$ cat config.mk
export PLATFORM = sky130hd
export DESIGN_NAME = page_cache_mmu_flat
export DESIGN_NICKNAME = d
export VERILOG_FILES = /design/src/rtl/nova_mmu_pkg.sv /design/src/rtl/page_cache_mmu_if.sv /design/src/rtl/page_tag_cam.sv /design/src/rtl/page_cache_mmu.sv /design/src/flat_wrapper.sv
export SDC_FILE = /design/constraint.sdc
export NUM_CORES = 1
export LEC_CHECK = 0
export ABC_CLOCK_PERIOD_IN_PS = 2190
export CORE_MARGIN = 3
export CORE_UTILIZATION = 40
export DETAILED_ROUTE_END_ITERATION = 8
export PLACE_DENSITY = 0.64
export SETUP_SLACK_MARGIN = 0.3
export SLEW_MARGIN = 20
export SYNTH_ARGS = -nofsm -noshare
export SYNTH_HDL_FRONTEND = slang
export SYNTH_SLANG_ARGS = --single-unit
$ cat constraint.sdc
create_clock -name fpgaClk -period 2.19 [get_ports fpgaClk]
set_input_delay 0.438 -clock fpgaClk [delete_from_list [all_inputs] [get_ports fpgaClk]]
set_output_delay 0.438 -clock fpgaClk [all_outputs]
set_load 0.1 [all_outputs]
$ cat src/rtl/nova_mmu_pkg.sv
// Shared types and default geometry for the page cache MMU.
// Optional hit/miss statistics are built only when CACHE_STATS_EN is defined.
package nova_mmu_pkg;

    typedef enum logic {
        RUN = 1'b0,
        REQ = 1'b1
    } state_t;

    localparam int unsigned DEF_ENTRIES      = 8;
    localparam int unsigned DEF_ADDR_W       = 24;
    localparam int unsigned DEF_PAGE_W       = 10;
    localparam int unsigned DEF_CYCLE_LEN    = 10;
    localparam int unsigned DEF_PHI2_LOW_LEN = 5;
    localparam int unsigned DEF_LATCH_AT     = 7;
    localparam int unsigned STAT_W           = 16;

endpackage

$ cat src/rtl/page_cache_mmu_if.sv
// CPU bus / SRAM / page-loader signal bundle of the page cache MMU.
// hitCount and missCount exist only when CACHE_STATS_EN is defined.
interface page_cache_mmu_if
    import nova_mmu_pkg::*;
#(
    parameter int unsigned ADDR_W = DEF_ADDR_W,
    parameter int unsigned PAGE_W = DEF_PAGE_W,
    parameter int unsigned IDX_W  = $clog2(DEF_ENTRIES)
);
    logic [ADDR_W-1:0]        a;
    logic                     flush;
    logic                     phi2;
    logic                     sramEn;
    logic [IDX_W+PAGE_W-1:0]  sramAddr;
    logic                     refillReq;
    logic [ADDR_W-PAGE_W-1:0] refillTag;
    logic [IDX_W-1:0]         refillSlot;
    logic                     refillAck;
`ifdef CACHE_STATS_EN
    logic [STAT_W-1:0]        hitCount;
    logic [STAT_W-1:0]        missCount;

    modport master (output a, flush, refillAck,
                    input  phi2, sramEn, sramAddr, refillReq, refillTag, refillSlot,
                           hitCount, missCount);
    modport slave  (input  a, flush, refillAck,
                    output phi2, sramEn, sramAddr, refillReq, refillTag, refillSlot,
                           hitCount, missCount);
`else
    modport master (output a, flush, refillAck,
                    input  phi2, sramEn, sramAddr, refillReq, refillTag, refillSlot);
    modport slave  (input  a, flush, refillAck,
                    output phi2, sramEn, sramAddr, refillReq, refillTag, refillSlot);
`endif

endinterface

$ cat src/rtl/page_tag_cam.sv
// Fully associative valid/tag array: parallel compare, lowest-index encode,
// lowest-free-slot search, single-entry install and whole-table flush.
module page_tag_cam #(
    parameter int unsigned ENTRIES = 8,
    parameter int unsigned TAG_W   = 14,
    localparam int unsigned IDX_W  = $clog2(ENTRIES)
) (
    input  logic             clk,
    input  logic             rst,
    input  logic [TAG_W-1:0] lookup_tag,
    output logic             hit_c,
    output logic [IDX_W-1:0] hit_idx_c,
    output logic             free_any_c,
    output logic [IDX_W-1:0] free_idx_c,
    input  logic             install_en,
    input  logic [IDX_W-1:0] install_idx,
    input  logic [TAG_W-1:0] install_tag,
    input  logic             flush
);
    logic [ENTRIES-1:0] valid;
    logic [TAG_W-1:0]   tags [ENTRIES];
    logic [ENTRIES-1:0] match;

    always_comb begin
        for (int i = 0; i < int'(ENTRIES); i++) begin
            match[i] = valid[i] && (tags[i] == lookup_tag);
        end
    end

    // Scan high to low so the lowest matching / free index is the one left standing
    always_comb begin
        hit_idx_c  = '0;
        free_idx_c = '0;
        for (int i = int'(ENTRIES) - 1; i >= 0; i--) begin
            if (match[i]) hit_idx_c = IDX_W'(i);
            if (!valid[i]) free_idx_c = IDX_W'(i);
        end
    end

    assign hit_c      = |match;
    assign free_any_c = ~&valid;

    // Flush first, then the install, so a same-cycle install survives the flush
    always_ff @(posedge clk or posedge rst) begin
        if (rst) begin
            valid <= '0;
        end else begin
            if (flush) valid <= '0;
            if (install_en) valid[install_idx] <= 1'b1;
        end
    end

    always_ff @(posedge clk) begin
        if (install_en) tags[install_idx] <= install_tag;
    end

endmodule

$ cat src/rtl/page_cache_mmu.sv
// Page cache MMU: phi2 sequencer, address latch, tag lookup and refill handshake.
// Define CACHE_STATS_EN to build the saturating hit/miss counters.
module page_cache_mmu
    import nova_mmu_pkg::*;
#(
    parameter int unsigned ENTRIES      = DEF_ENTRIES,
    parameter int unsigned ADDR_W       = DEF_ADDR_W,
    parameter int unsigned PAGE_W       = DEF_PAGE_W,
    parameter int unsigned CYCLE_LEN    = DEF_CYCLE_LEN,
    parameter int unsigned PHI2_LOW_LEN = DEF_PHI2_LOW_LEN,
    parameter int unsigned LATCH_AT     = DEF_LATCH_AT
) (
    input  logic            fpgaClk,
    input  logic            reset,
    page_cache_mmu_if.slave bus
);
    localparam int unsigned IDX_W  = $clog2(ENTRIES);
    localparam int unsigned TAG_W  = ADDR_W - PAGE_W;
    localparam int unsigned PH_W   = $clog2(CYCLE_LEN);
    localparam int unsigned LOOKUP = LATCH_AT + 1;

    state_t                   state;
    logic [PH_W-1:0]          phase;
    logic [PH_W-1:0]          phase_nxt;
    logic [ADDR_W-1:0]        a_lat;
    logic [TAG_W-1:0]         tag_lat;
    logic                     settle;
    logic [IDX_W-1:0]         victim;
    logic                     victim_used;

    logic                     phi2;
    logic                     sram_en;
    logic [IDX_W+PAGE_W-1:0]  sram_addr;
    logic                     refill_req;
    logic [TAG_W-1:0]         refill_tag;
    logic [IDX_W-1:0]         refill_slot;

    logic                     cam_hit;
    logic [IDX_W-1:0]         cam_hit_idx;
    logic                     cam_free_any;
    logic [IDX_W-1:0]         cam_free_idx;
    logic                     at_lookup;
    logic                     do_lookup;
    logic                     lookup_hit;
    logic                     lookup_miss;
    logic                     install;

    assign tag_lat     = a_lat[ADDR_W-1:PAGE_W];
    assign at_lookup   = (phase == PH_W'(LOOKUP));
    assign do_lookup   = (state == RUN) && at_lookup && !settle;
    assign lookup_hit  = do_lookup && cam_hit;
    assign lookup_miss = do_lookup && !cam_hit;
    assign install     = (state == REQ) && bus.refillAck;

    page_tag_cam #(
        .ENTRIES (ENTRIES),
        .TAG_W   (TAG_W)
    ) u_cam (
        .clk         (fpgaClk),
        .rst         (reset),
        .lookup_tag  (tag_lat),
        .hit_c       (cam_hit),
        .hit_idx_c   (cam_hit_idx),
        .free_any_c  (cam_free_any),
        .free_idx_c  (cam_free_idx),
        .install_en  (install),
        .install_idx (refill_slot),
        .install_tag (refill_tag),
        .flush       (bus.flush)
    );

    // Phase stalls at LOOKUP while a refill is pending and for the settle cycle after it
    always_comb begin
        phase_nxt = phase;
        if (state == RUN && !(at_lookup && (settle || !cam_hit))) begin
            phase_nxt = (phase == PH_W'(CYCLE_LEN - 1)) ? '0 : phase + PH_W'(1);
        end
    end

    always_ff @(posedge fpgaClk or posedge reset) begin
        if (reset) begin
            state       <= RUN;
            phase       <= '0;
            phi2        <= 1'b0;
            a_lat       <= '0;
            settle      <= 1'b0;
            victim      <= '0;
            victim_used <= 1'b0;
            sram_en     <= 1'b0;
            sram_addr   <= '0;
            refill_req  <= 1'b0;
            refill_tag  <= '0;
            refill_slot <= '0;
        end else begin
            phase   <= phase_nxt;
            phi2    <= (phase_nxt >= PH_W'(PHI2_LOW_LEN));
            sram_en <= lookup_hit || (sram_en && (phase_nxt != '0));
            if (phase == PH_W'(LATCH_AT)) a_lat <= bus.a;
            if (lookup_hit) sram_addr <= {cam_hit_idx, a_lat[PAGE_W-1:0]};
            if (settle) settle <= 1'b0;

            case (state)
                RUN: begin
                    if (lookup_miss) begin
                        state       <= REQ;
                        refill_req  <= 1'b1;
                        refill_tag  <= tag_lat;
                        refill_slot <= cam_free_any ? cam_free_idx : victim;
                        victim_used <= !cam_free_any;
                    end
                end
                REQ: begin
                    if (bus.refillAck) begin
                        state      <= RUN;
                        refill_req <= 1'b0;
                        settle     <= 1'b1;
                        if (victim_used) victim <= victim + IDX_W'(1);
                    end
                end
                default: state <= RUN;
            endcase

            if (bus.flush) victim <= '0;
        end
    end

`ifdef CACHE_STATS_EN
    logic              retry;
    logic [STAT_W-1:0] hit_count;
    logic [STAT_W-1:0] miss_count;

    // The re-lookup that follows a refill is excluded from both counters
    always_ff @(posedge fpgaClk or posedge reset) begin
        if (reset) begin
            retry      <= 1'b0;
            hit_count  <= '0;
            miss_count <= '0;
        end else begin
            if (install) retry <= 1'b1;
            else if (do_lookup) retry <= 1'b0;
            if (lookup_hit && !retry && hit_count != {STAT_W{1'b1}})
                hit_count <= hit_count + STAT_W'(1);
            if (lookup_miss && !retry && miss_count != {STAT_W{1'b1}})
                miss_count <= miss_count + STAT_W'(1);
        end
    end

    assign bus.hitCount  = hit_count;
    assign bus.missCount = miss_count;
`endif

    assign bus.phi2       = phi2;
    assign bus.sramEn     = sram_en;
    assign bus.sramAddr   = sram_addr;
    assign bus.refillReq  = refill_req;
    assign bus.refillTag  = refill_tag;
    assign bus.refillSlot = refill_slot;

endmodule

$ cat src/flat_wrapper.sv
// flat-port wrapper written by rule: the top's interface ports become plain ports
module page_cache_mmu_flat import nova_mmu_pkg::*;
#(
    parameter int unsigned ENTRIES      = DEF_ENTRIES,
    parameter int unsigned ADDR_W       = DEF_ADDR_W,
    parameter int unsigned PAGE_W       = DEF_PAGE_W,
    parameter int unsigned CYCLE_LEN    = DEF_CYCLE_LEN,
    parameter int unsigned PHI2_LOW_LEN = DEF_PHI2_LOW_LEN,
    parameter int unsigned LATCH_AT     = DEF_LATCH_AT
)
  (fpgaClk, reset, bus_a, bus_flush, bus_refillAck, bus_phi2, bus_sramEn, bus_sramAddr, bus_refillReq, bus_refillTag, bus_refillSlot);
  page_cache_mmu_if #(.ADDR_W(ADDR_W), .PAGE_W(PAGE_W), .IDX_W((3))) bus_i ();
  input  logic fpgaClk;
  input  logic reset;
  input wire logic [$bits(bus_i.a)-1:0] bus_a;
  input wire logic [$bits(bus_i.flush)-1:0] bus_flush;
  input wire logic [$bits(bus_i.refillAck)-1:0] bus_refillAck;
  output wire logic [$bits(bus_i.phi2)-1:0] bus_phi2;
  output wire logic [$bits(bus_i.sramEn)-1:0] bus_sramEn;
  output wire logic [$bits(bus_i.sramAddr)-1:0] bus_sramAddr;
  output wire logic [$bits(bus_i.refillReq)-1:0] bus_refillReq;
  output wire logic [$bits(bus_i.refillTag)-1:0] bus_refillTag;
  output wire logic [$bits(bus_i.refillSlot)-1:0] bus_refillSlot;
  assign bus_i.a = bus_a;
  assign bus_i.flush = bus_flush;
  assign bus_i.refillAck = bus_refillAck;
  assign bus_phi2 = bus_i.phi2;
  assign bus_sramEn = bus_i.sramEn;
  assign bus_sramAddr = bus_i.sramAddr;
  assign bus_refillReq = bus_i.refillReq;
  assign bus_refillTag = bus_i.refillTag;
  assign bus_refillSlot = bus_i.refillSlot;
  page_cache_mmu #(.ENTRIES(ENTRIES), .ADDR_W(ADDR_W), .PAGE_W(PAGE_W), .CYCLE_LEN(CYCLE_LEN), .PHI2_LOW_LEN(PHI2_LOW_LEN), .LATCH_AT(LATCH_AT)) u_core (.fpgaClk(fpgaClk), .reset(reset), .bus(bus_i));
endmodule
== Yosys cells after proc, flatten, opt, wreduce, memory -nomap -nowiden ==
Memories as Yosys holds them, arrays and structs flattened.
Cells that the tools add are included.
W data, S select, Z words.

* Flip-flop bits (word level): 75
* Bits in latches: 0
* Bits in writable memories: 112
* ROM bits: 0
* Bits of input ports: 28
* Output and inout port bits: 33
* Word-level logic and storage cells: 102
* Memories kept: 1

{| class="wikitable"
|+ Memory list
! name !! words !! bits a word !! read ports !! clocked after memory_dff !! write ports !! line !! RTL
|-
| u_core.u_cam.tags || 8 || 14 || 8 || 0 || 1 || page_tag_cam.sv:21 || <nowiki>logic [TAG_W-1:0] tags [ENTRIES];</nowiki>
|}

* Add/subtract/negate cells: 2
* $mul: 0
* Div/mod/pow operators: 0
* $lt $le $gt $ge: 3
* Equal/unequal tests: 13
* Shift operators: 0
* Muxes and demuxes: 37
* Bitwise gates (word level): 2
* Reductions and logical operators: 31

{| class="wikitable"
|+ Operators by type and width
! operator !! number
|-
| $eq A14 B14 Y1 || 8
|-
| $mux W3 || 21
|-
| $logic_and A1 B1 Y1 || 17
|-
| $mux W8 || 2
|-
| $mux W1 || 9
|-
| $eq A4 B4 Y1 const B || 2
|-
| $mux W4 || 2
|-
| $or A8 B8 Y8 || 1
|-
| $reduce_and A8 Y1 || 1
|-
| $reduce_or A8 Y1 || 1
|-
| $reduce_bool A2 Y1 || 3
|-
| $add A4 B1 Y4 const B || 1
|-
| $eq A4 B3 Y1 const B || 1
|-
| $ge A4 B3 Y1 const B || 1
|-
| $lt A3 B4 Y1 const B || 1
|-
| $pmux W1 S2 || 2
|-
| $reduce_and A2 Y1 || 2
|-
| $reduce_bool A4 Y1 || 1
|-
| $add A3 B1 Y3 const B || 1
|-
| $demux W1 S3 || 1
|-
| $ge A3 B1 Y1 const B || 1
|-
| $logic_not A1 Y1 || 3
|-
| $reduce_and A3 Y1 || 1
|-
| $logic_or A1 B1 Y1 || 2
|-
| other kinds (3) || 3
|}

== Logic depth before layout (Yosys ltp) ==
Gate-level depths: netlist of the first run.

* Word-level depth: 12
* Gate-level depth with buffers: 8
* Depth with buffers taken out: 6

== Modules after synthesis ==
A second synthesis of the first run with hierarchy kept.

* Cells, all modules: 519
* Area total of the unflattened synthesis: 7951.4 sq um

{| class="wikitable"
|+ Modules (own cells, without submodules)
! module !! instances !! cells each !! area an instance (sq um)
|-
| page_tag_cam || 1 || 339 || 5255.0
|-
| page_cache_mmu || 1 || 180 || 2696.3
|}

== Worst setup path after synthesis of the first run ==
OpenSTA, ideal clock, no wires.

* Path type: reg2reg
* From: reg u_core.refill_slot[0], in the netlist u_core.bus.refillSlot[0]
* To: mem u_core.u_cam.tags[0][0] (enable)
* Setup time: 404 ps
* Arrival: 2381 ps
* Setup slack: -595 ps
* Stages on the path, launching flop included: 4
* Path buffers: 1
* Clock period less this slack: 2785 ps
* Cell sequence: dfrtp_1 -> or2_2 -> clkbuf_1 -> nor3_1

{| class="wikitable"
|+ RTL lines
! element !! line !! RTL
|-
| from (decl) || page_cache_mmu.sv:36 || <nowiki>logic [IDX_W-1:0] refill_slot;</nowiki>
|-
| from (signal assigned) || page_cache_mmu.sv:108 || <nowiki>refill_slot <= cam_free_any ? cam_free_idx : victim;</nowiki>
|-
| to (decl) || page_tag_cam.sv:21 ||
|}

No word-level cell before the write port.

== Worst setup path after layout of the first run ==
* From: reg u_core.a_lat[17]
* To: reg u_core.sram_addr[10], in the netlist u_core.bus.sramAddr[10]

* Cells in the longest elaborated chain, start to end: 10
* Elaborated cells between the ends (all ways): 26

{| class="wikitable"
|+ Ends and longest elaborated chain
! element !! line !! RTL
|-
| from (decl) || page_cache_mmu.sv:25 || <nowiki>logic [ADDR_W-1:0] a_lat;</nowiki>
|-
| from (signal assigned) || page_cache_mmu.sv:98 || <nowiki>if (phase == PH_W'(LATCH_AT)) a_lat <= bus.a;</nowiki>
|-
| $eq A14 B14 Y1 || page_tag_cam.sv:26 || <nowiki>match[i] = valid[i] && (tags[i] == lookup_tag);</nowiki>
|-
| $logic_and A1 B1 Y1 || page_tag_cam.sv:26 ||
|-
| $mux W3 (8 in a row) || page_tag_cam.sv:35 || <nowiki>if (match[i]) hit_idx_c = IDX_W'(i);</nowiki>
|-
| to (signal assigned) || page_cache_mmu.sv:99 || <nowiki>if (lookup_hit) sram_addr <= {cam_hit_idx, a_lat[PAGE_W-1:0]};</nowiki>
|-
| to (decl) || page_cache_mmu.sv:33 || <nowiki>logic [IDX_W+PAGE_W-1:0] sram_addr;</nowiki>
|}

Several ways; a longest one is shown, not always the timed one.
A chain may end at the register's enable or synchronous reset.

==> qor.log, run 1 <==
[floorplan] cell row count 51
[clock_network] clock latency on the worst-skew pair 0.43 ns
[power_and_ir_drop] Max rail drop VDD 1.09 mV
[worst_setup_path] Crit Path Category flop to flop
[hold_path] type of the most critical hold path input pin to async pin
[grt] total grt overflow 0
[floorplan] placeable core area 19700 sq um
[worst_setup_path] arrival time at the worst endpoint 2.68 ns
[timing] unrepaired setup endpoints after global routing yes
[grt] number of antenna violations at the first check in global routing 0
[timing] final-report hold violation count 0
[finish] commonest cells after routing, fill and taps aside 112 x sky130_fd_sc_hd__edfxtp_1, 79 x sky130_fd_sc_hd__xnor2_1, 70 x sky130_fd_sc_hd__buf_4
[placed_design] post-place setup slack -0.347 ns
[grt] vias in the first global route 4771
[outcome] run status finished, violations left
[timing] number of endpoints failing setup at the final stage 29
[synthesis] share of flip-flops with an asynchronous set or reset after synthesis 0.401
[finish] fraction of final layout cells with drive strength greater than 1 0.370
[finish] Final Instance Area 10400 sq um
[synthesis] FF+latch count, synth 187
[placed_design] count of buffers from port buffering 60
[timing] Worst Max-Slew Pin Slew 0.530 ns
[power_and_ir_drop] final total power 14.1 mW
[detailed_routing] via total after detailed routing 4524
[detailed_routing] Pre-antenna DRT Iters 4
[synthesis] Synthesis Warnings 0
[detailed_routing] length of routed wiring on met1 8340 um
[synthesis] register area share after synthesis 0.646
[floorplan] ports placed on the boundary 61
[timing] Final period util 1.08
[timing] min Tclk post-route 2.36 ns
[clock_network] CTS buffer count 17
[finish] ANT cells 0
[finish] count of nets after finishing 665
[power_and_ir_drop] Comb pwr share 0.379
[timing] slack of the critical path -0.172 ns
[detailed_routing] DR DRC count 0
[placed_design] final RePlAce weighted congestion 0.832
[detailed_routing] ratio of routed vias to standard cells 4.95
[clock_network] Max Root-Sink Buffers 2
[grt] first-pass GRT wire length 28400 um
[detailed_routing] Avg WL per Cell 19.9 um
[synthesis] predominant post-synthesis flop cell sky130_fd_sc_hd__edfxtp_1
[detailed_routing] total wire length after detailed routing 18200 um
[floorplan] Die Height 148 um
[clock_network] cell at the root of the clock tree sky130_fd_sc_hd__clkbuf_16
[floorplan] DIE AREA 22000 sq um
[synthesis] Unique masters post-synth 50
[timing] final sum of negative setup slack -3.50 ns
[clock_network] clock tree from TritonCTS yes
[floorplan] die outline width 148 um
[placed_design] placed wire-length estimate after detailed placement 12200 um
[clock_network] clk sinks 187
[power_and_ir_drop] leakage 4.00 nW
[timing] max-slew violations 0
[worst_setup_path] Setup crit end kind flop
[power_and_ir_drop] register share of total power 0.386
[floorplan] effective utilization at floorplan 0.411
[placed_design] Post-Place Cells 873
[power_and_ir_drop] switching share of total power 0.364
[synthesis] syn_nets 546
[detailed_routing] length of routed met2 wiring 8770 um
[power_and_ir_drop] Power Density 1350 nW/um^2
[timing] maximum clock rate 0.423 GHz
[detailed_routing] top sig layer met4
[timing] Final Skew 0.00894 ns
[clock_network] H-tree level count 4
[synthesis] mean post-synth cell area 15.7 sq um
[timing] relative slew slack 0.647
[grt] GRT Util Overall 0.173
[finish] Non-Filler Instances 914
[finish] final core utilization 0.530
[worst_setup_path] highest net fanout along the worst path 12
[clock_network] post-CTS clock slew at the launch and capture registers of the worst setup and hold paths 0.07 ns
[synthesis] number of enable-type register cells in the synthesized netlist 112
[finish] area added between synthesis and finish 28.9%
[synthesis] cells after synthesis 517
[power_and_ir_drop] net switching power of the design 5.14 mW
[synthesis] area of the mapped netlist 8110 sq um
[flow_run] reported max-cap violation count 0
[worst_setup_path] critical path startpoint category flop
[timing] hold_ws 0.463 ns
[detailed_routing] DR WL met3 806 um
[worst_setup_path] critical path required time 2.50 ns
[outcome] violated checks negative setup slack
[grt] largest net degree at the start of global routing 76
[detailed_routing] count of nets left with antenna violations after detail routing 0
[placed_design] placed standard-cell area 9610 sq um
[power_and_ir_drop] Clk network pwr share 0.235
[power_and_ir_drop] Internal Dissipation 8.96 mW
[clock_network] number of hold-repair buffers added at the cts stage 0
[detailed_routing] initial detailed-routing violation count 262
[finish] most common cell after layout, fill and taps aside sky130_fd_sc_hd__edfxtp_1
-- path summary, 6_finish.rpt --
| check | start | to | slack [ns] | cells after the start |
|---|---|---|---|---|
| setup / recovery | u_core.a_lat[17] | u_core.bus.sramAddr[10] | -0.17 | 7 |
| hold / removal | reset | u_core.victim_used | 0.46 | 3 |
| setup reg to reg | u_core.a_lat[17] | u_core.bus.sramAddr[10] | -0.17 | 7 |
| hold reg to reg | u_core.bus.sramEn | u_core.bus.sramEn | 0.49 | 1 |
| max in group asynchronous | reset | u_core.a_lat[17] | 1.34 | 3 |
| min in group fpgaClk | u_core.bus.sramEn | u_core.bus.sramEn | 0.49 | 1 |
-- kinds of logic (layout without fill, tap and decap cells) --
group	count (synthesis)	after routing	synth area share
compound gates	32	32	0.0276
flops	187	187	0.646
fa+ha+maj	1	1	0.00154
mux	55	55	0.0886
simple gates	87	87	0.0736
xor+xnor	117	117	0.130
buf+inv	38	170	0.0324
-- sequential cells by signal (all words and copies together), names as in the netlist --
| name | count |
|---|---|
| u_core.bus.refillTag | 14 |
| u_core.u_cam.tags | 112 |
| u_core.settle | 1 |
| u_core.victim | 3 |
| u_core.bus.refillSlot | 3 |
| u_core.bus.sramEn | 1 |
| u_core.bus.sramAddr | 13 |
| u_core.u_cam.valid | 8 |
| u_core.phase | 4 |
| u_core.state | 1 |
| u_core.bus.phi2 | 1 |
| u_core.bus.refillReq | 1 |
| u_core.a_lat | 24 |
| u_core.victim_used | 1 |
-- power groups by stage --
stage / Combinational (mW) / Clock, mW / Sequential, mW
after global placement: 5.02 / 0 / 5.49
after floorplan: 2.81 / 0 / 6.12
final: 5.34 / 3.31 / 5.45
after global routing: 5.63 / 3.53 / 5.56
after CTS: 5.19 / 3.35 / 5.48
after detailed placement: 5.09 / 0 / 5.53
-- critical path, cell delays in order (launching register included) --
cell                      delay [ns]
sky130_fd_sc_hd__dfrtp_2        0.50
sky130_fd_sc_hd__xor2_1         0.19
sky130_fd_sc_hd__nor4_1         0.40
sky130_fd_sc_hd__nand4_1        0.24
sky130_fd_sc_hd__nor4b_4        0.22
sky130_fd_sc_hd__a21oi_4        0.19
sky130_fd_sc_hd__buf_12         0.17
sky130_fd_sc_hd__mux2_2         0.33
-- synth_stat cells (all sizes together) (2+ instances only) --
master	number	area, sq um
nand2	7	26.3
nor4	13	175
nor2	15	56.3
o21bai	3	22.5
inv	13	48.8
a21oi	6	41.3
edfxtp	112	3360
nor2b	2	12.5
nand3	11	60.1
nor3	5	25.0
nand2b	4	25.0
buf	19	191
xor2	16	140
a22o	2	17.5
xnor2	101	915
o21ai	6	30.0
o22ai	6	37.5
mux2i	2	20.0
clkbuf	6	22.5
dfrtp	75	1880
nand4	24	156
mux2	53	698
-- timing repair --
item                                    4_1_cts  5_1_grt
hold endpoints to repair                      0        0
buffers inserted                              3        6
pin swaps                                     5       11
endpoints found under the setup margin       35       35
gates resized for setup                      15       12
-- final cells by class --
cell class / count / area (sq um)
Tap cell: 265 / 332
Timing Repair Buffer: 125 / 1320
Clock buffer: 17 / 425
Fill cell: 1594 / 9270
Sequential cell: 187 / 5260
Clock inverter: 15 / 206
Multi-Input combinational cell: 292 / 2860
Inverter: 13 / 52.6
-- routing by layer --
metal,track usage,vias up
li1,-,2096
met1,0.234,2313
met2,0.281,95
met3,0.0460,20
met4,0.0425,0
met5,0,-
Note: power is estimated with default switching activity, not from simulation.
==> run 2, diff against run 1 <==
--- a/config.mk
+++ b/config.mk
@@ -11,6 +11,7 @@
 export DETAILED_ROUTE_END_ITERATION = 8
 export PLACE_DENSITY = 0.64
 export SETUP_SLACK_MARGIN = 0.3
+export SKIP_LAST_GASP = 1
 export SLEW_MARGIN = 20
 export SYNTH_ARGS = -nofsm -noshare
 export SYNTH_HDL_FRONTEND = slang
==> run 2 against run 1 <==
Compared with the run above: the flow still finishes with violations (negative setup slack); setup slack lost 0.011 ns; sequential share of layout area grew 0.072 points; count of clock-buffer cells in the layout is the same; non-clock buffer count shrank 1; fmax shrank 0.48%; power shrank 0.23%; core utilization shrank 0.076 points; register-to-register slack is essentially flat; combinational power is essentially flat; cell count shrank 0.11%; global-route usage is the same; largest power group unchanged.
==> qor.log, run 2 (synthesis gave the netlist of run 1 again) <==
[timing] unrepaired setup endpoints after global routing yes
[grt] largest net degree at the start of global routing 76 [unchanged]
[clock_network] clock latency on the worst-skew pair 0.43 ns [about the same]
[finish] commonest cells after routing, fill and taps aside 112 x sky130_fd_sc_hd__edfxtp_1, 79 x sky130_fd_sc_hd__xnor2_1, 71 x sky130_fd_sc_hd__buf_4
[timing] Final Skew 0.00778 ns [-0.00116 ns]
[finish] most common cell after layout, fill and taps aside sky130_fd_sc_hd__edfxtp_1
[detailed_routing] Pre-antenna DRT Iters 4 [unchanged]
[finish] Reg with most FFs u_core.u_cam.tags
[finish] fraction of final layout cells with drive strength greater than 1 0.369 [-0.000973]
[floorplan] placeable core area 19700 sq um [unchanged]
[detailed_routing] total wire length after detailed routing 18200 um [-0.27%]
[worst_setup_path] arrival time at the worst endpoint 2.69 ns [about the same]
[worst_setup_path] highest net fanout along the worst path 12 [unchanged]
[clock_network] clock tree from TritonCTS yes
[worst_setup_path] delay of the slowest cell on the worst path 0.51 ns [about the same]
[worst_setup_path] highest-delay cell along the critical path sky130_fd_sc_hd__dfrtp_2
[outcome] violated checks negative setup slack
[timing] number of endpoints failing setup at the final stage 29 [unchanged]
[clock_network] clk sinks 187 [unchanged]
[placed_design] placed standard-cell area 9610 sq um [unchanged]
[grt] GRT Util Overall 0.173 [unchanged]
[timing] maximum clock rate 0.421 GHz [-0.48%]
[worst_setup_path] critical path required time 2.50 ns [about the same]
[detailed_routing] DR DRC count 0 [unchanged]
[worst_setup_path] Setup crit end kind flop
[floorplan] DIE AREA 22000 sq um [unchanged]
[finish] area added between synthesis and finish 28.7%
[power_and_ir_drop] switching share of total power 0.364 [about the same]
[detailed_routing] via total after detailed routing 4534 [+0.22%]
[detailed_routing] count of nets left with antenna violations after detail routing 0 [unchanged]
[placed_design] placed wire-length estimate after detailed placement 12200 um [unchanged]
[placed_design] final RePlAce weighted congestion 0.832 [unchanged]
[finish] Final Instance Area 10400 sq um [-0.14%]
[power_and_ir_drop] net switching power of the design 5.12 mW [-0.27%]
[timing] Final period util 1.08 [+0.00524]
[placed_design] count of buffers from port buffering 60 [unchanged]
[floorplan] Die Height 148 um [unchanged]
[worst_setup_path] Worst R2R Setup Slack -0.18 ns [about the same]
[power_and_ir_drop] Internal Dissipation 8.94 mW [-0.20%]
[finish] final core utilization 0.529 [-0.000761]
[worst_setup_path] number of cell instances on the worst register-to-register path 7 [unchanged]
[detailed_routing] ratio of routed vias to standard cells 4.97 [+0.33%]
[timing] final-report hold violation count 0 [unchanged]
[clock_network] H-tree level count 4 [unchanged]
[floorplan] die outline width 148 um [unchanged]
[finish] Largest register FFs 112 [unchanged]
[finish] fill cell count 1595 [+0.063%]
[grt] met1 usage 0.234 [unchanged]
[outcome] run status finished, violations left
[power_and_ir_drop] register share of total power 0.387 [about the same]
[clock_network] number of hold-repair buffers added at the cts stage 0 [unchanged]
[grt] GRT busiest layer met2
[grt] met2 track demand over resource in global routing 0.281 [unchanged]
[finish] ANT cells 0 [unchanged]
[power_and_ir_drop] Max rail drop VDD 1.09 mV [about the same]
[power_and_ir_drop] Comb pwr share 0.378 [about the same]
[worst_setup_path] FF-to-FF End u_core.bus.sramAddr[10]
[finish] count of nets after finishing 664 [-0.15%]
[grt] total grt overflow 0 [unchanged]
[timing] max-slew violations 0 [unchanged]
[hold_path] type of the most critical hold path input pin to async pin
[timing] relative slew slack 0.650 [+0.00323]
[grt] met3 track utilization from global routing 0.0460 [unchanged]
[floorplan] effective utilization at floorplan 0.411 [unchanged]
[timing] slack of the critical path -0.184 ns [-0.0115 ns]
[clock_network] cell at the root of the clock tree sky130_fd_sc_hd__clkbuf_16
[flow_run] reported max-cap violation count 0 [unchanged]
[worst_setup_path] critical path startpoint category flop
[grt] number of antenna violations at the first check in global routing 0 [unchanged]
[timing] min Tclk post-route 2.37 ns [+0.0115 ns]
[clock_network] post-CTS clock slew at the launch and capture registers of the worst setup and hold paths 0.07 ns [about the same]
[worst_setup_path] FF-to-FF Start u_core.a_lat[17]
[power_and_ir_drop] leakage 3.99 nW [-0.17%]
[floorplan] ports placed on the boundary 61 [unchanged]
[clock_network] Max Root-Sink Buffers 2 [unchanged]
[timing] Worst Max-Slew Pin Slew 0.525 ns [-0.00484 ns]
[power_and_ir_drop] Clk network pwr share 0.235 [about the same]
[worst_setup_path] WP buf/inv 1 [unchanged]
[detailed_routing] Avg WL per Cell 19.9 um [-0.17%]
[clock_network] CTS buffer count 17 [unchanged]
[detailed_routing] initial detailed-routing violation count 294 [+12%]
[worst_setup_path] dominant delay contributor by cell family on the critical path simple AND/OR/NAND/NOR gates
[grt] vias in the first global route 4771 [unchanged]
[worst_setup_path] Crit Path Category flop to flop
[power_and_ir_drop] Power Density 1350 nW/um^2 [about the same]
[floorplan] cell row count 51 [unchanged]
[grt] first-pass GRT wire length 28400 um [unchanged]
[worst_setup_path] cell-by-cell listing of the critical path xor2_1, nor4_1, nand4_1, nor4b_4, a21oi_4, buf_12, mux2_2
==> run 2: what timing repair did <==
action                     4_1_cts  5_1_grt
buffers inserted                 3        5
pin swaps                        5       12
resized for setup               14       11
hold endpoints to repair         0        0
setup endpoints to repair       35       35
==> run 2: power by group through the flow <==
stage               Combinational [mW]  Sequential (mW)  Clock (mW)
floorplan                         2.81             6.12           0
CTS                               5.19             5.48        3.35
detailed placement                5.09             5.53           0
global placement                  5.02             5.49           0
global route                      5.61             5.56        3.53
finish                            5.31             5.45        3.31
==> run 2: layer usage <==
metal | share of wire | vias up
li1 | - | 2097
met1 | 0.45 | 2309
met2 | 0.48 | 109
met3 | 0.054 | 19
met4 | 0.016 | 0
met5 | 0 | -
==> run 2: worst max path at each step <==
| stage | from | end | slack (ns) | cells past startpoint |
|---|---|---|---|---|
| 6_report | u_core.a_lat[17] | u_core.bus.sramAddr[10] | -0.18 | 7 |
| 5_1_grt | u_core.a_lat[10] | u_core.bus.sramAddr[10] | -0.23 | 8 |
| 4_1_cts | u_core.a_lat[11] | u_core.bus.sramAddr[10] | -0.18 | 8 |
| 3_5_place_dp | u_core.a_lat[11] | u_core.bus.sramAddr[10] | -0.35 | 8 |
| 3_3_place_gp | u_core.a_lat[11] | u_core.bus.sramAddr[10] | -0.30 | 8 |
| 2_1_floorplan | u_core.a_lat[23] | u_core.bus.sramAddr[0] | 0.12 | 8 |
==> run 2: cell type report <==
cell class                      instances  area, sq um  share of cell area
Sequential cell                       187         5260               0.504
Multi-Input combinational cell        292         2860               0.274
Timing Repair Buffer                  124         1310               0.125
Clock buffer                           17          425              0.0408
Tap cell                              265          332              0.0318
Clock inverter                         15          206              0.0198
Inverter                               13         52.6             0.00504
==> run 2: per-stage QoR <==
stage	hold slack, ns	TNS [ns]	power (mW)	setup slack [ns]	std cells
2_1_floorplan	0.459	0	8.92	0.121	517
3_3_place_gp	0.462	-7.51	10.5	-0.304	873
3_5_place_dp	0.476	-8.86	10.6	-0.347	873
4_1_cts	0.492	-3.96	14.0	-0.184	908
5_1_grt	0.494	-5.94	14.7	-0.231	913
6_report	0.462	-3.75	14.1	-0.184	913
==> run 2: worst register-to-register path, cell delays in order, from the launching register on <==
cell and delay, ns:
sky130_fd_sc_hd__dfrtp_2 0.51, sky130_fd_sc_hd__xor2_1 0.20, sky130_fd_sc_hd__nor4_1 0.40, sky130_fd_sc_hd__nand4_1 0.24, sky130_fd_sc_hd__nor4b_4 0.22, sky130_fd_sc_hd__a21oi_4 0.19, sky130_fd_sc_hd__buf_12 0.17, sky130_fd_sc_hd__mux2_2 0.33
==> run 3, diff against run 2 <==
--- a/config.mk
+++ b/config.mk
@@ -6,6 +6,7 @@
 export NUM_CORES = 1
 export LEC_CHECK = 0
 export ABC_CLOCK_PERIOD_IN_PS = 2190
+export CORE_ASPECT_RATIO = 1.5
 export CORE_MARGIN = 3
 export CORE_UTILIZATION = 40
 export DETAILED_ROUTE_END_ITERATION = 8
==> run 3 against run 2 <==
Compared with the run above: the run still ends with negative setup slack left; core utilization is 0.26 points higher; sequential cell count stayed put; die area is 0.16% higher; non-clock buffer count is 6 higher; critical path depth is 1 higher; count of clock-buffer cells in the layout is 8 higher; wire length is 1.5% higher; register-to-register slack hardly changed; highest routed layer unchanged.
==> qor.log, run 3 (synthesis gave the netlist of run 1 again) <==
[power_and_ir_drop] Power Density 1330 nW/um^2 [-1.5%]
[clock_network] CTS buffer count 17 [unchanged]
[timing] maximum clock rate 0.423 GHz [+0.52%]
[worst_setup_path] highest-delay cell along the critical path sky130_fd_sc_hd__dfrtp_2
[detailed_routing] via total after detailed routing 4598 [+1.4%]
[worst_setup_path] cell-by-cell listing of the critical path buf_4, xnor2_1, nand4_1, nor4_4, buf_4, inv_1, a221o_1, mux2_2
[detailed_routing] initial detailed-routing violation count 325 [+11%]
[detailed_routing] Avg WL per Cell 20.2 um [+1.4%]
[timing] Final Skew 0.0127 ns [+0.00489 ns]
[grt] vias in the first global route 4971 [+4.2%]
[worst_setup_path] Setup crit end kind flop
[worst_setup_path] delay of the slowest cell on the worst path 0.46 ns [-0.05 ns]
[timing] slack of the critical path -0.172 ns [+0.0122 ns]
[grt] GRT Util Overall 0.176 [+0.00349]
[clock_network] clock tree from TritonCTS yes
[placed_design] final RePlAce weighted congestion 0.817 [-1.8%]
[worst_setup_path] Crit Path Category flop to flop
[detailed_routing] total wire length after detailed routing 18400 um [+1.5%]
[finish] ANT cells 0 [unchanged]
[clock_network] clk sinks 187 [unchanged]
[clock_network] clock latency on the worst-skew pair 0.42 ns [about the same]
[grt] first-pass GRT wire length 28800 um [+1.5%]
[finish] count of nets after finishing 670 [+0.90%]
[clock_network] Max Root-Sink Buffers 2 [unchanged]
[floorplan] die outline width 122 um [-18%]
[floorplan] placeable core area 19900 sq um [+0.74%]
[timing] Worst Max-Slew Pin Slew 0.501 ns [-0.0240 ns]
[hold_path] type of the most critical hold path input pin to async pin
[timing] relative slew slack 0.663 [+0.0129]
[worst_setup_path] critical path required time 2.49 ns [about the same]
[detailed_routing] ratio of routed vias to standard cells 5.03 [+1.3%]
[finish] Non-Filler Instances 914 [+0.11%]
[detailed_routing] Pre-antenna DRT Iters 4 [unchanged]
[finish] Largest register FFs 112 [unchanged]
[clock_network] number of hold-repair buffers added at the cts stage 0 [unchanged]
[outcome] run status finished, violations left
[timing] Final period util 1.08 [-0.00556]
[timing] number of endpoints failing setup at the final stage 29 [unchanged]
[floorplan] cell row count 63 [+24%]
[power_and_ir_drop] leakage 4.07 nW [+2.0%]
[worst_setup_path] Most Frequent Cell on Critical Path sky130_fd_sc_hd__buf_4
[detailed_routing] DR DRC count 0 [unchanged]
[placed_design] Post-Place Cells 873 [unchanged]
[worst_setup_path] arrival time at the worst endpoint 2.66 ns [-0.03 ns]
[clock_network] cell at the root of the clock tree sky130_fd_sc_hd__clkbuf_16
[power_and_ir_drop] Max rail drop VDD 0.782 mV [-28%]
[grt] number of antenna violations at the first check in global routing 0 [unchanged]
[worst_setup_path] highest net fanout along the worst path 5 [-7]
[finish] most common cell after layout, fill and taps aside sky130_fd_sc_hd__edfxtp_1
[worst_setup_path] dominant delay contributor by cell family on the critical path simple AND/OR/NAND/NOR gates
[worst_setup_path] critical path startpoint category flop
[timing] min Tclk post-route 2.36 ns [-0.0122 ns]
[detailed_routing] count of nets left with antenna violations after detail routing 0 [unchanged]
[grt] largest net degree at the start of global routing 46 [-39%]
[clock_network] H-tree level count 4 [unchanged]
[placed_design] count of buffers from port buffering 60 [unchanged]
[floorplan] DIE AREA 22100 sq um [+0.16%]
[placed_design] placed wire-length estimate after detailed placement 13000 um [+6.6%]
[finish] fraction of final layout cells with drive strength greater than 1 0.390 [+0.0211]
[clock_network] post-CTS clock slew at the launch and capture registers of the worst setup and hold paths 0.07 ns [about the same]
[finish] Final Instance Area 10600 sq um [+1.2%]
[timing] unrepaired setup endpoints after global routing yes
[flow_run] reported max-cap violation count 0 [unchanged]
[finish] commonest cells after routing, fill and taps aside 112 x sky130_fd_sc_hd__edfxtp_1, 72 x sky130_fd_sc_hd__xnor2_1, 69 x sky130_fd_sc_hd__buf_4
[finish] area added between synthesis and finish 30.3%
[timing] max-slew violations 0 [unchanged]
[grt] total grt overflow 0 [unchanged]
[finish] Reg with most FFs u_core.u_cam.tags
[timing] final-report hold violation count 0 [unchanged]
[floorplan] ports placed on the boundary 61 [unchanged]
[placed_design] placed standard-cell area 9670 sq um [+0.59%]
[worst_setup_path] WP buf/inv 3 [+2]
[outcome] violated checks negative setup slack
[floorplan] effective utilization at floorplan 0.408 [-0.00303]
[timing] hold_ws 0.312 ns [-0.151 ns]
[floorplan] Die Height 180 um [+22%]
run 3: cell types whose count changed in the layout (fill, tap and decap cells not counted), sizes merged:
cell      before  now
buf           97  103
inv           18   16
clkinvlp       3    1
bufinv         4    0
clkbuf        17   25
run 3: where the power goes:
part,total (mW),internal (mW),switching (mW)
clock,2.99,1.71,1.28
sequential,5.47,4.57,0.904
combinational,5.57,2.63,2.93
run 3: area by class of cell:
cell class	instances	area (sq um)
clock buffer	25	533
clock inverter	7	48.8
fill	1605	9300
inverter	13	52.6
multi-input combinational	292	2940
sequential	187	5260
tap	260	325
timing repair buffer	130	1410
run 3: path summary, 6_finish.rpt:
check	start	end	slack [ns]	cells after the start
setup / recovery	u_core.a_lat[15]	u_core.bus.sramAddr[10]	-0.17	8
hold / removal	reset	u_core.victim_used	0.31	2
hold reg to reg	u_core.bus.sramEn	u_core.bus.sramEn	0.48	1
setup reg to reg	u_core.a_lat[15]	u_core.bus.sramAddr[10]	-0.17	8
min in group fpgaClk	u_core.bus.sramEn	u_core.bus.sramEn	0.48	1
max in group asynchronous	reset	u_core.bus.refillTag[9]	1.34	3
run 3: metrics by stage:
stage / setup slack, ns / TNS (ns) / power [mW] / utilization
after global routing: -0.269 / -7.19 / 14.6 / 0.532
after CTS: -0.155 / -3.85 / 14.1 / 0.528
after floorplan: 0.121 / 0 / 8.92 / -
after global placement: -0.268 / -6.57 / 10.7 / 0.487
final: -0.172 / -4.03 / 14.0 / 0.532
after detailed placement: -0.322 / -7.70 / 10.8 / 0.487
run 3: layer usage:
layer,wire length (um),global-route usage,up-vias
met5,0,0,-
met3,564,0.0283,38
met1,7120,0.206,2334
met4,744,0.0857,0
met2,10000,0.311,119
li1,-,-,2107
run 3: worst reg2reg max path: cells and delay by family, from the launching register on:
| kind | cells | cell delay (ns) |
|---|---|---|
| AND/OR/NAND/NOR | 2 | 0.60 |
| flip-flops | 1 | 0.46 |
| buffers and inverters | 3 | 0.40 |
| AO/OA/AOI/OAI | 1 | 0.32 |
| multiplexers | 1 | 0.26 |
| XOR/XNOR | 1 | 0.21 |
run 3: what timing repair did:
| item | in CTS | in global routing |
|---|---|---|
| resized for setup | 32 | 10 |
| cloned | 0 | 0 |
| pin swaps | 15 | 1 |
| buffers inserted | 8 | 1 |
| endpoints found under the setup margin | 36 | 35 |
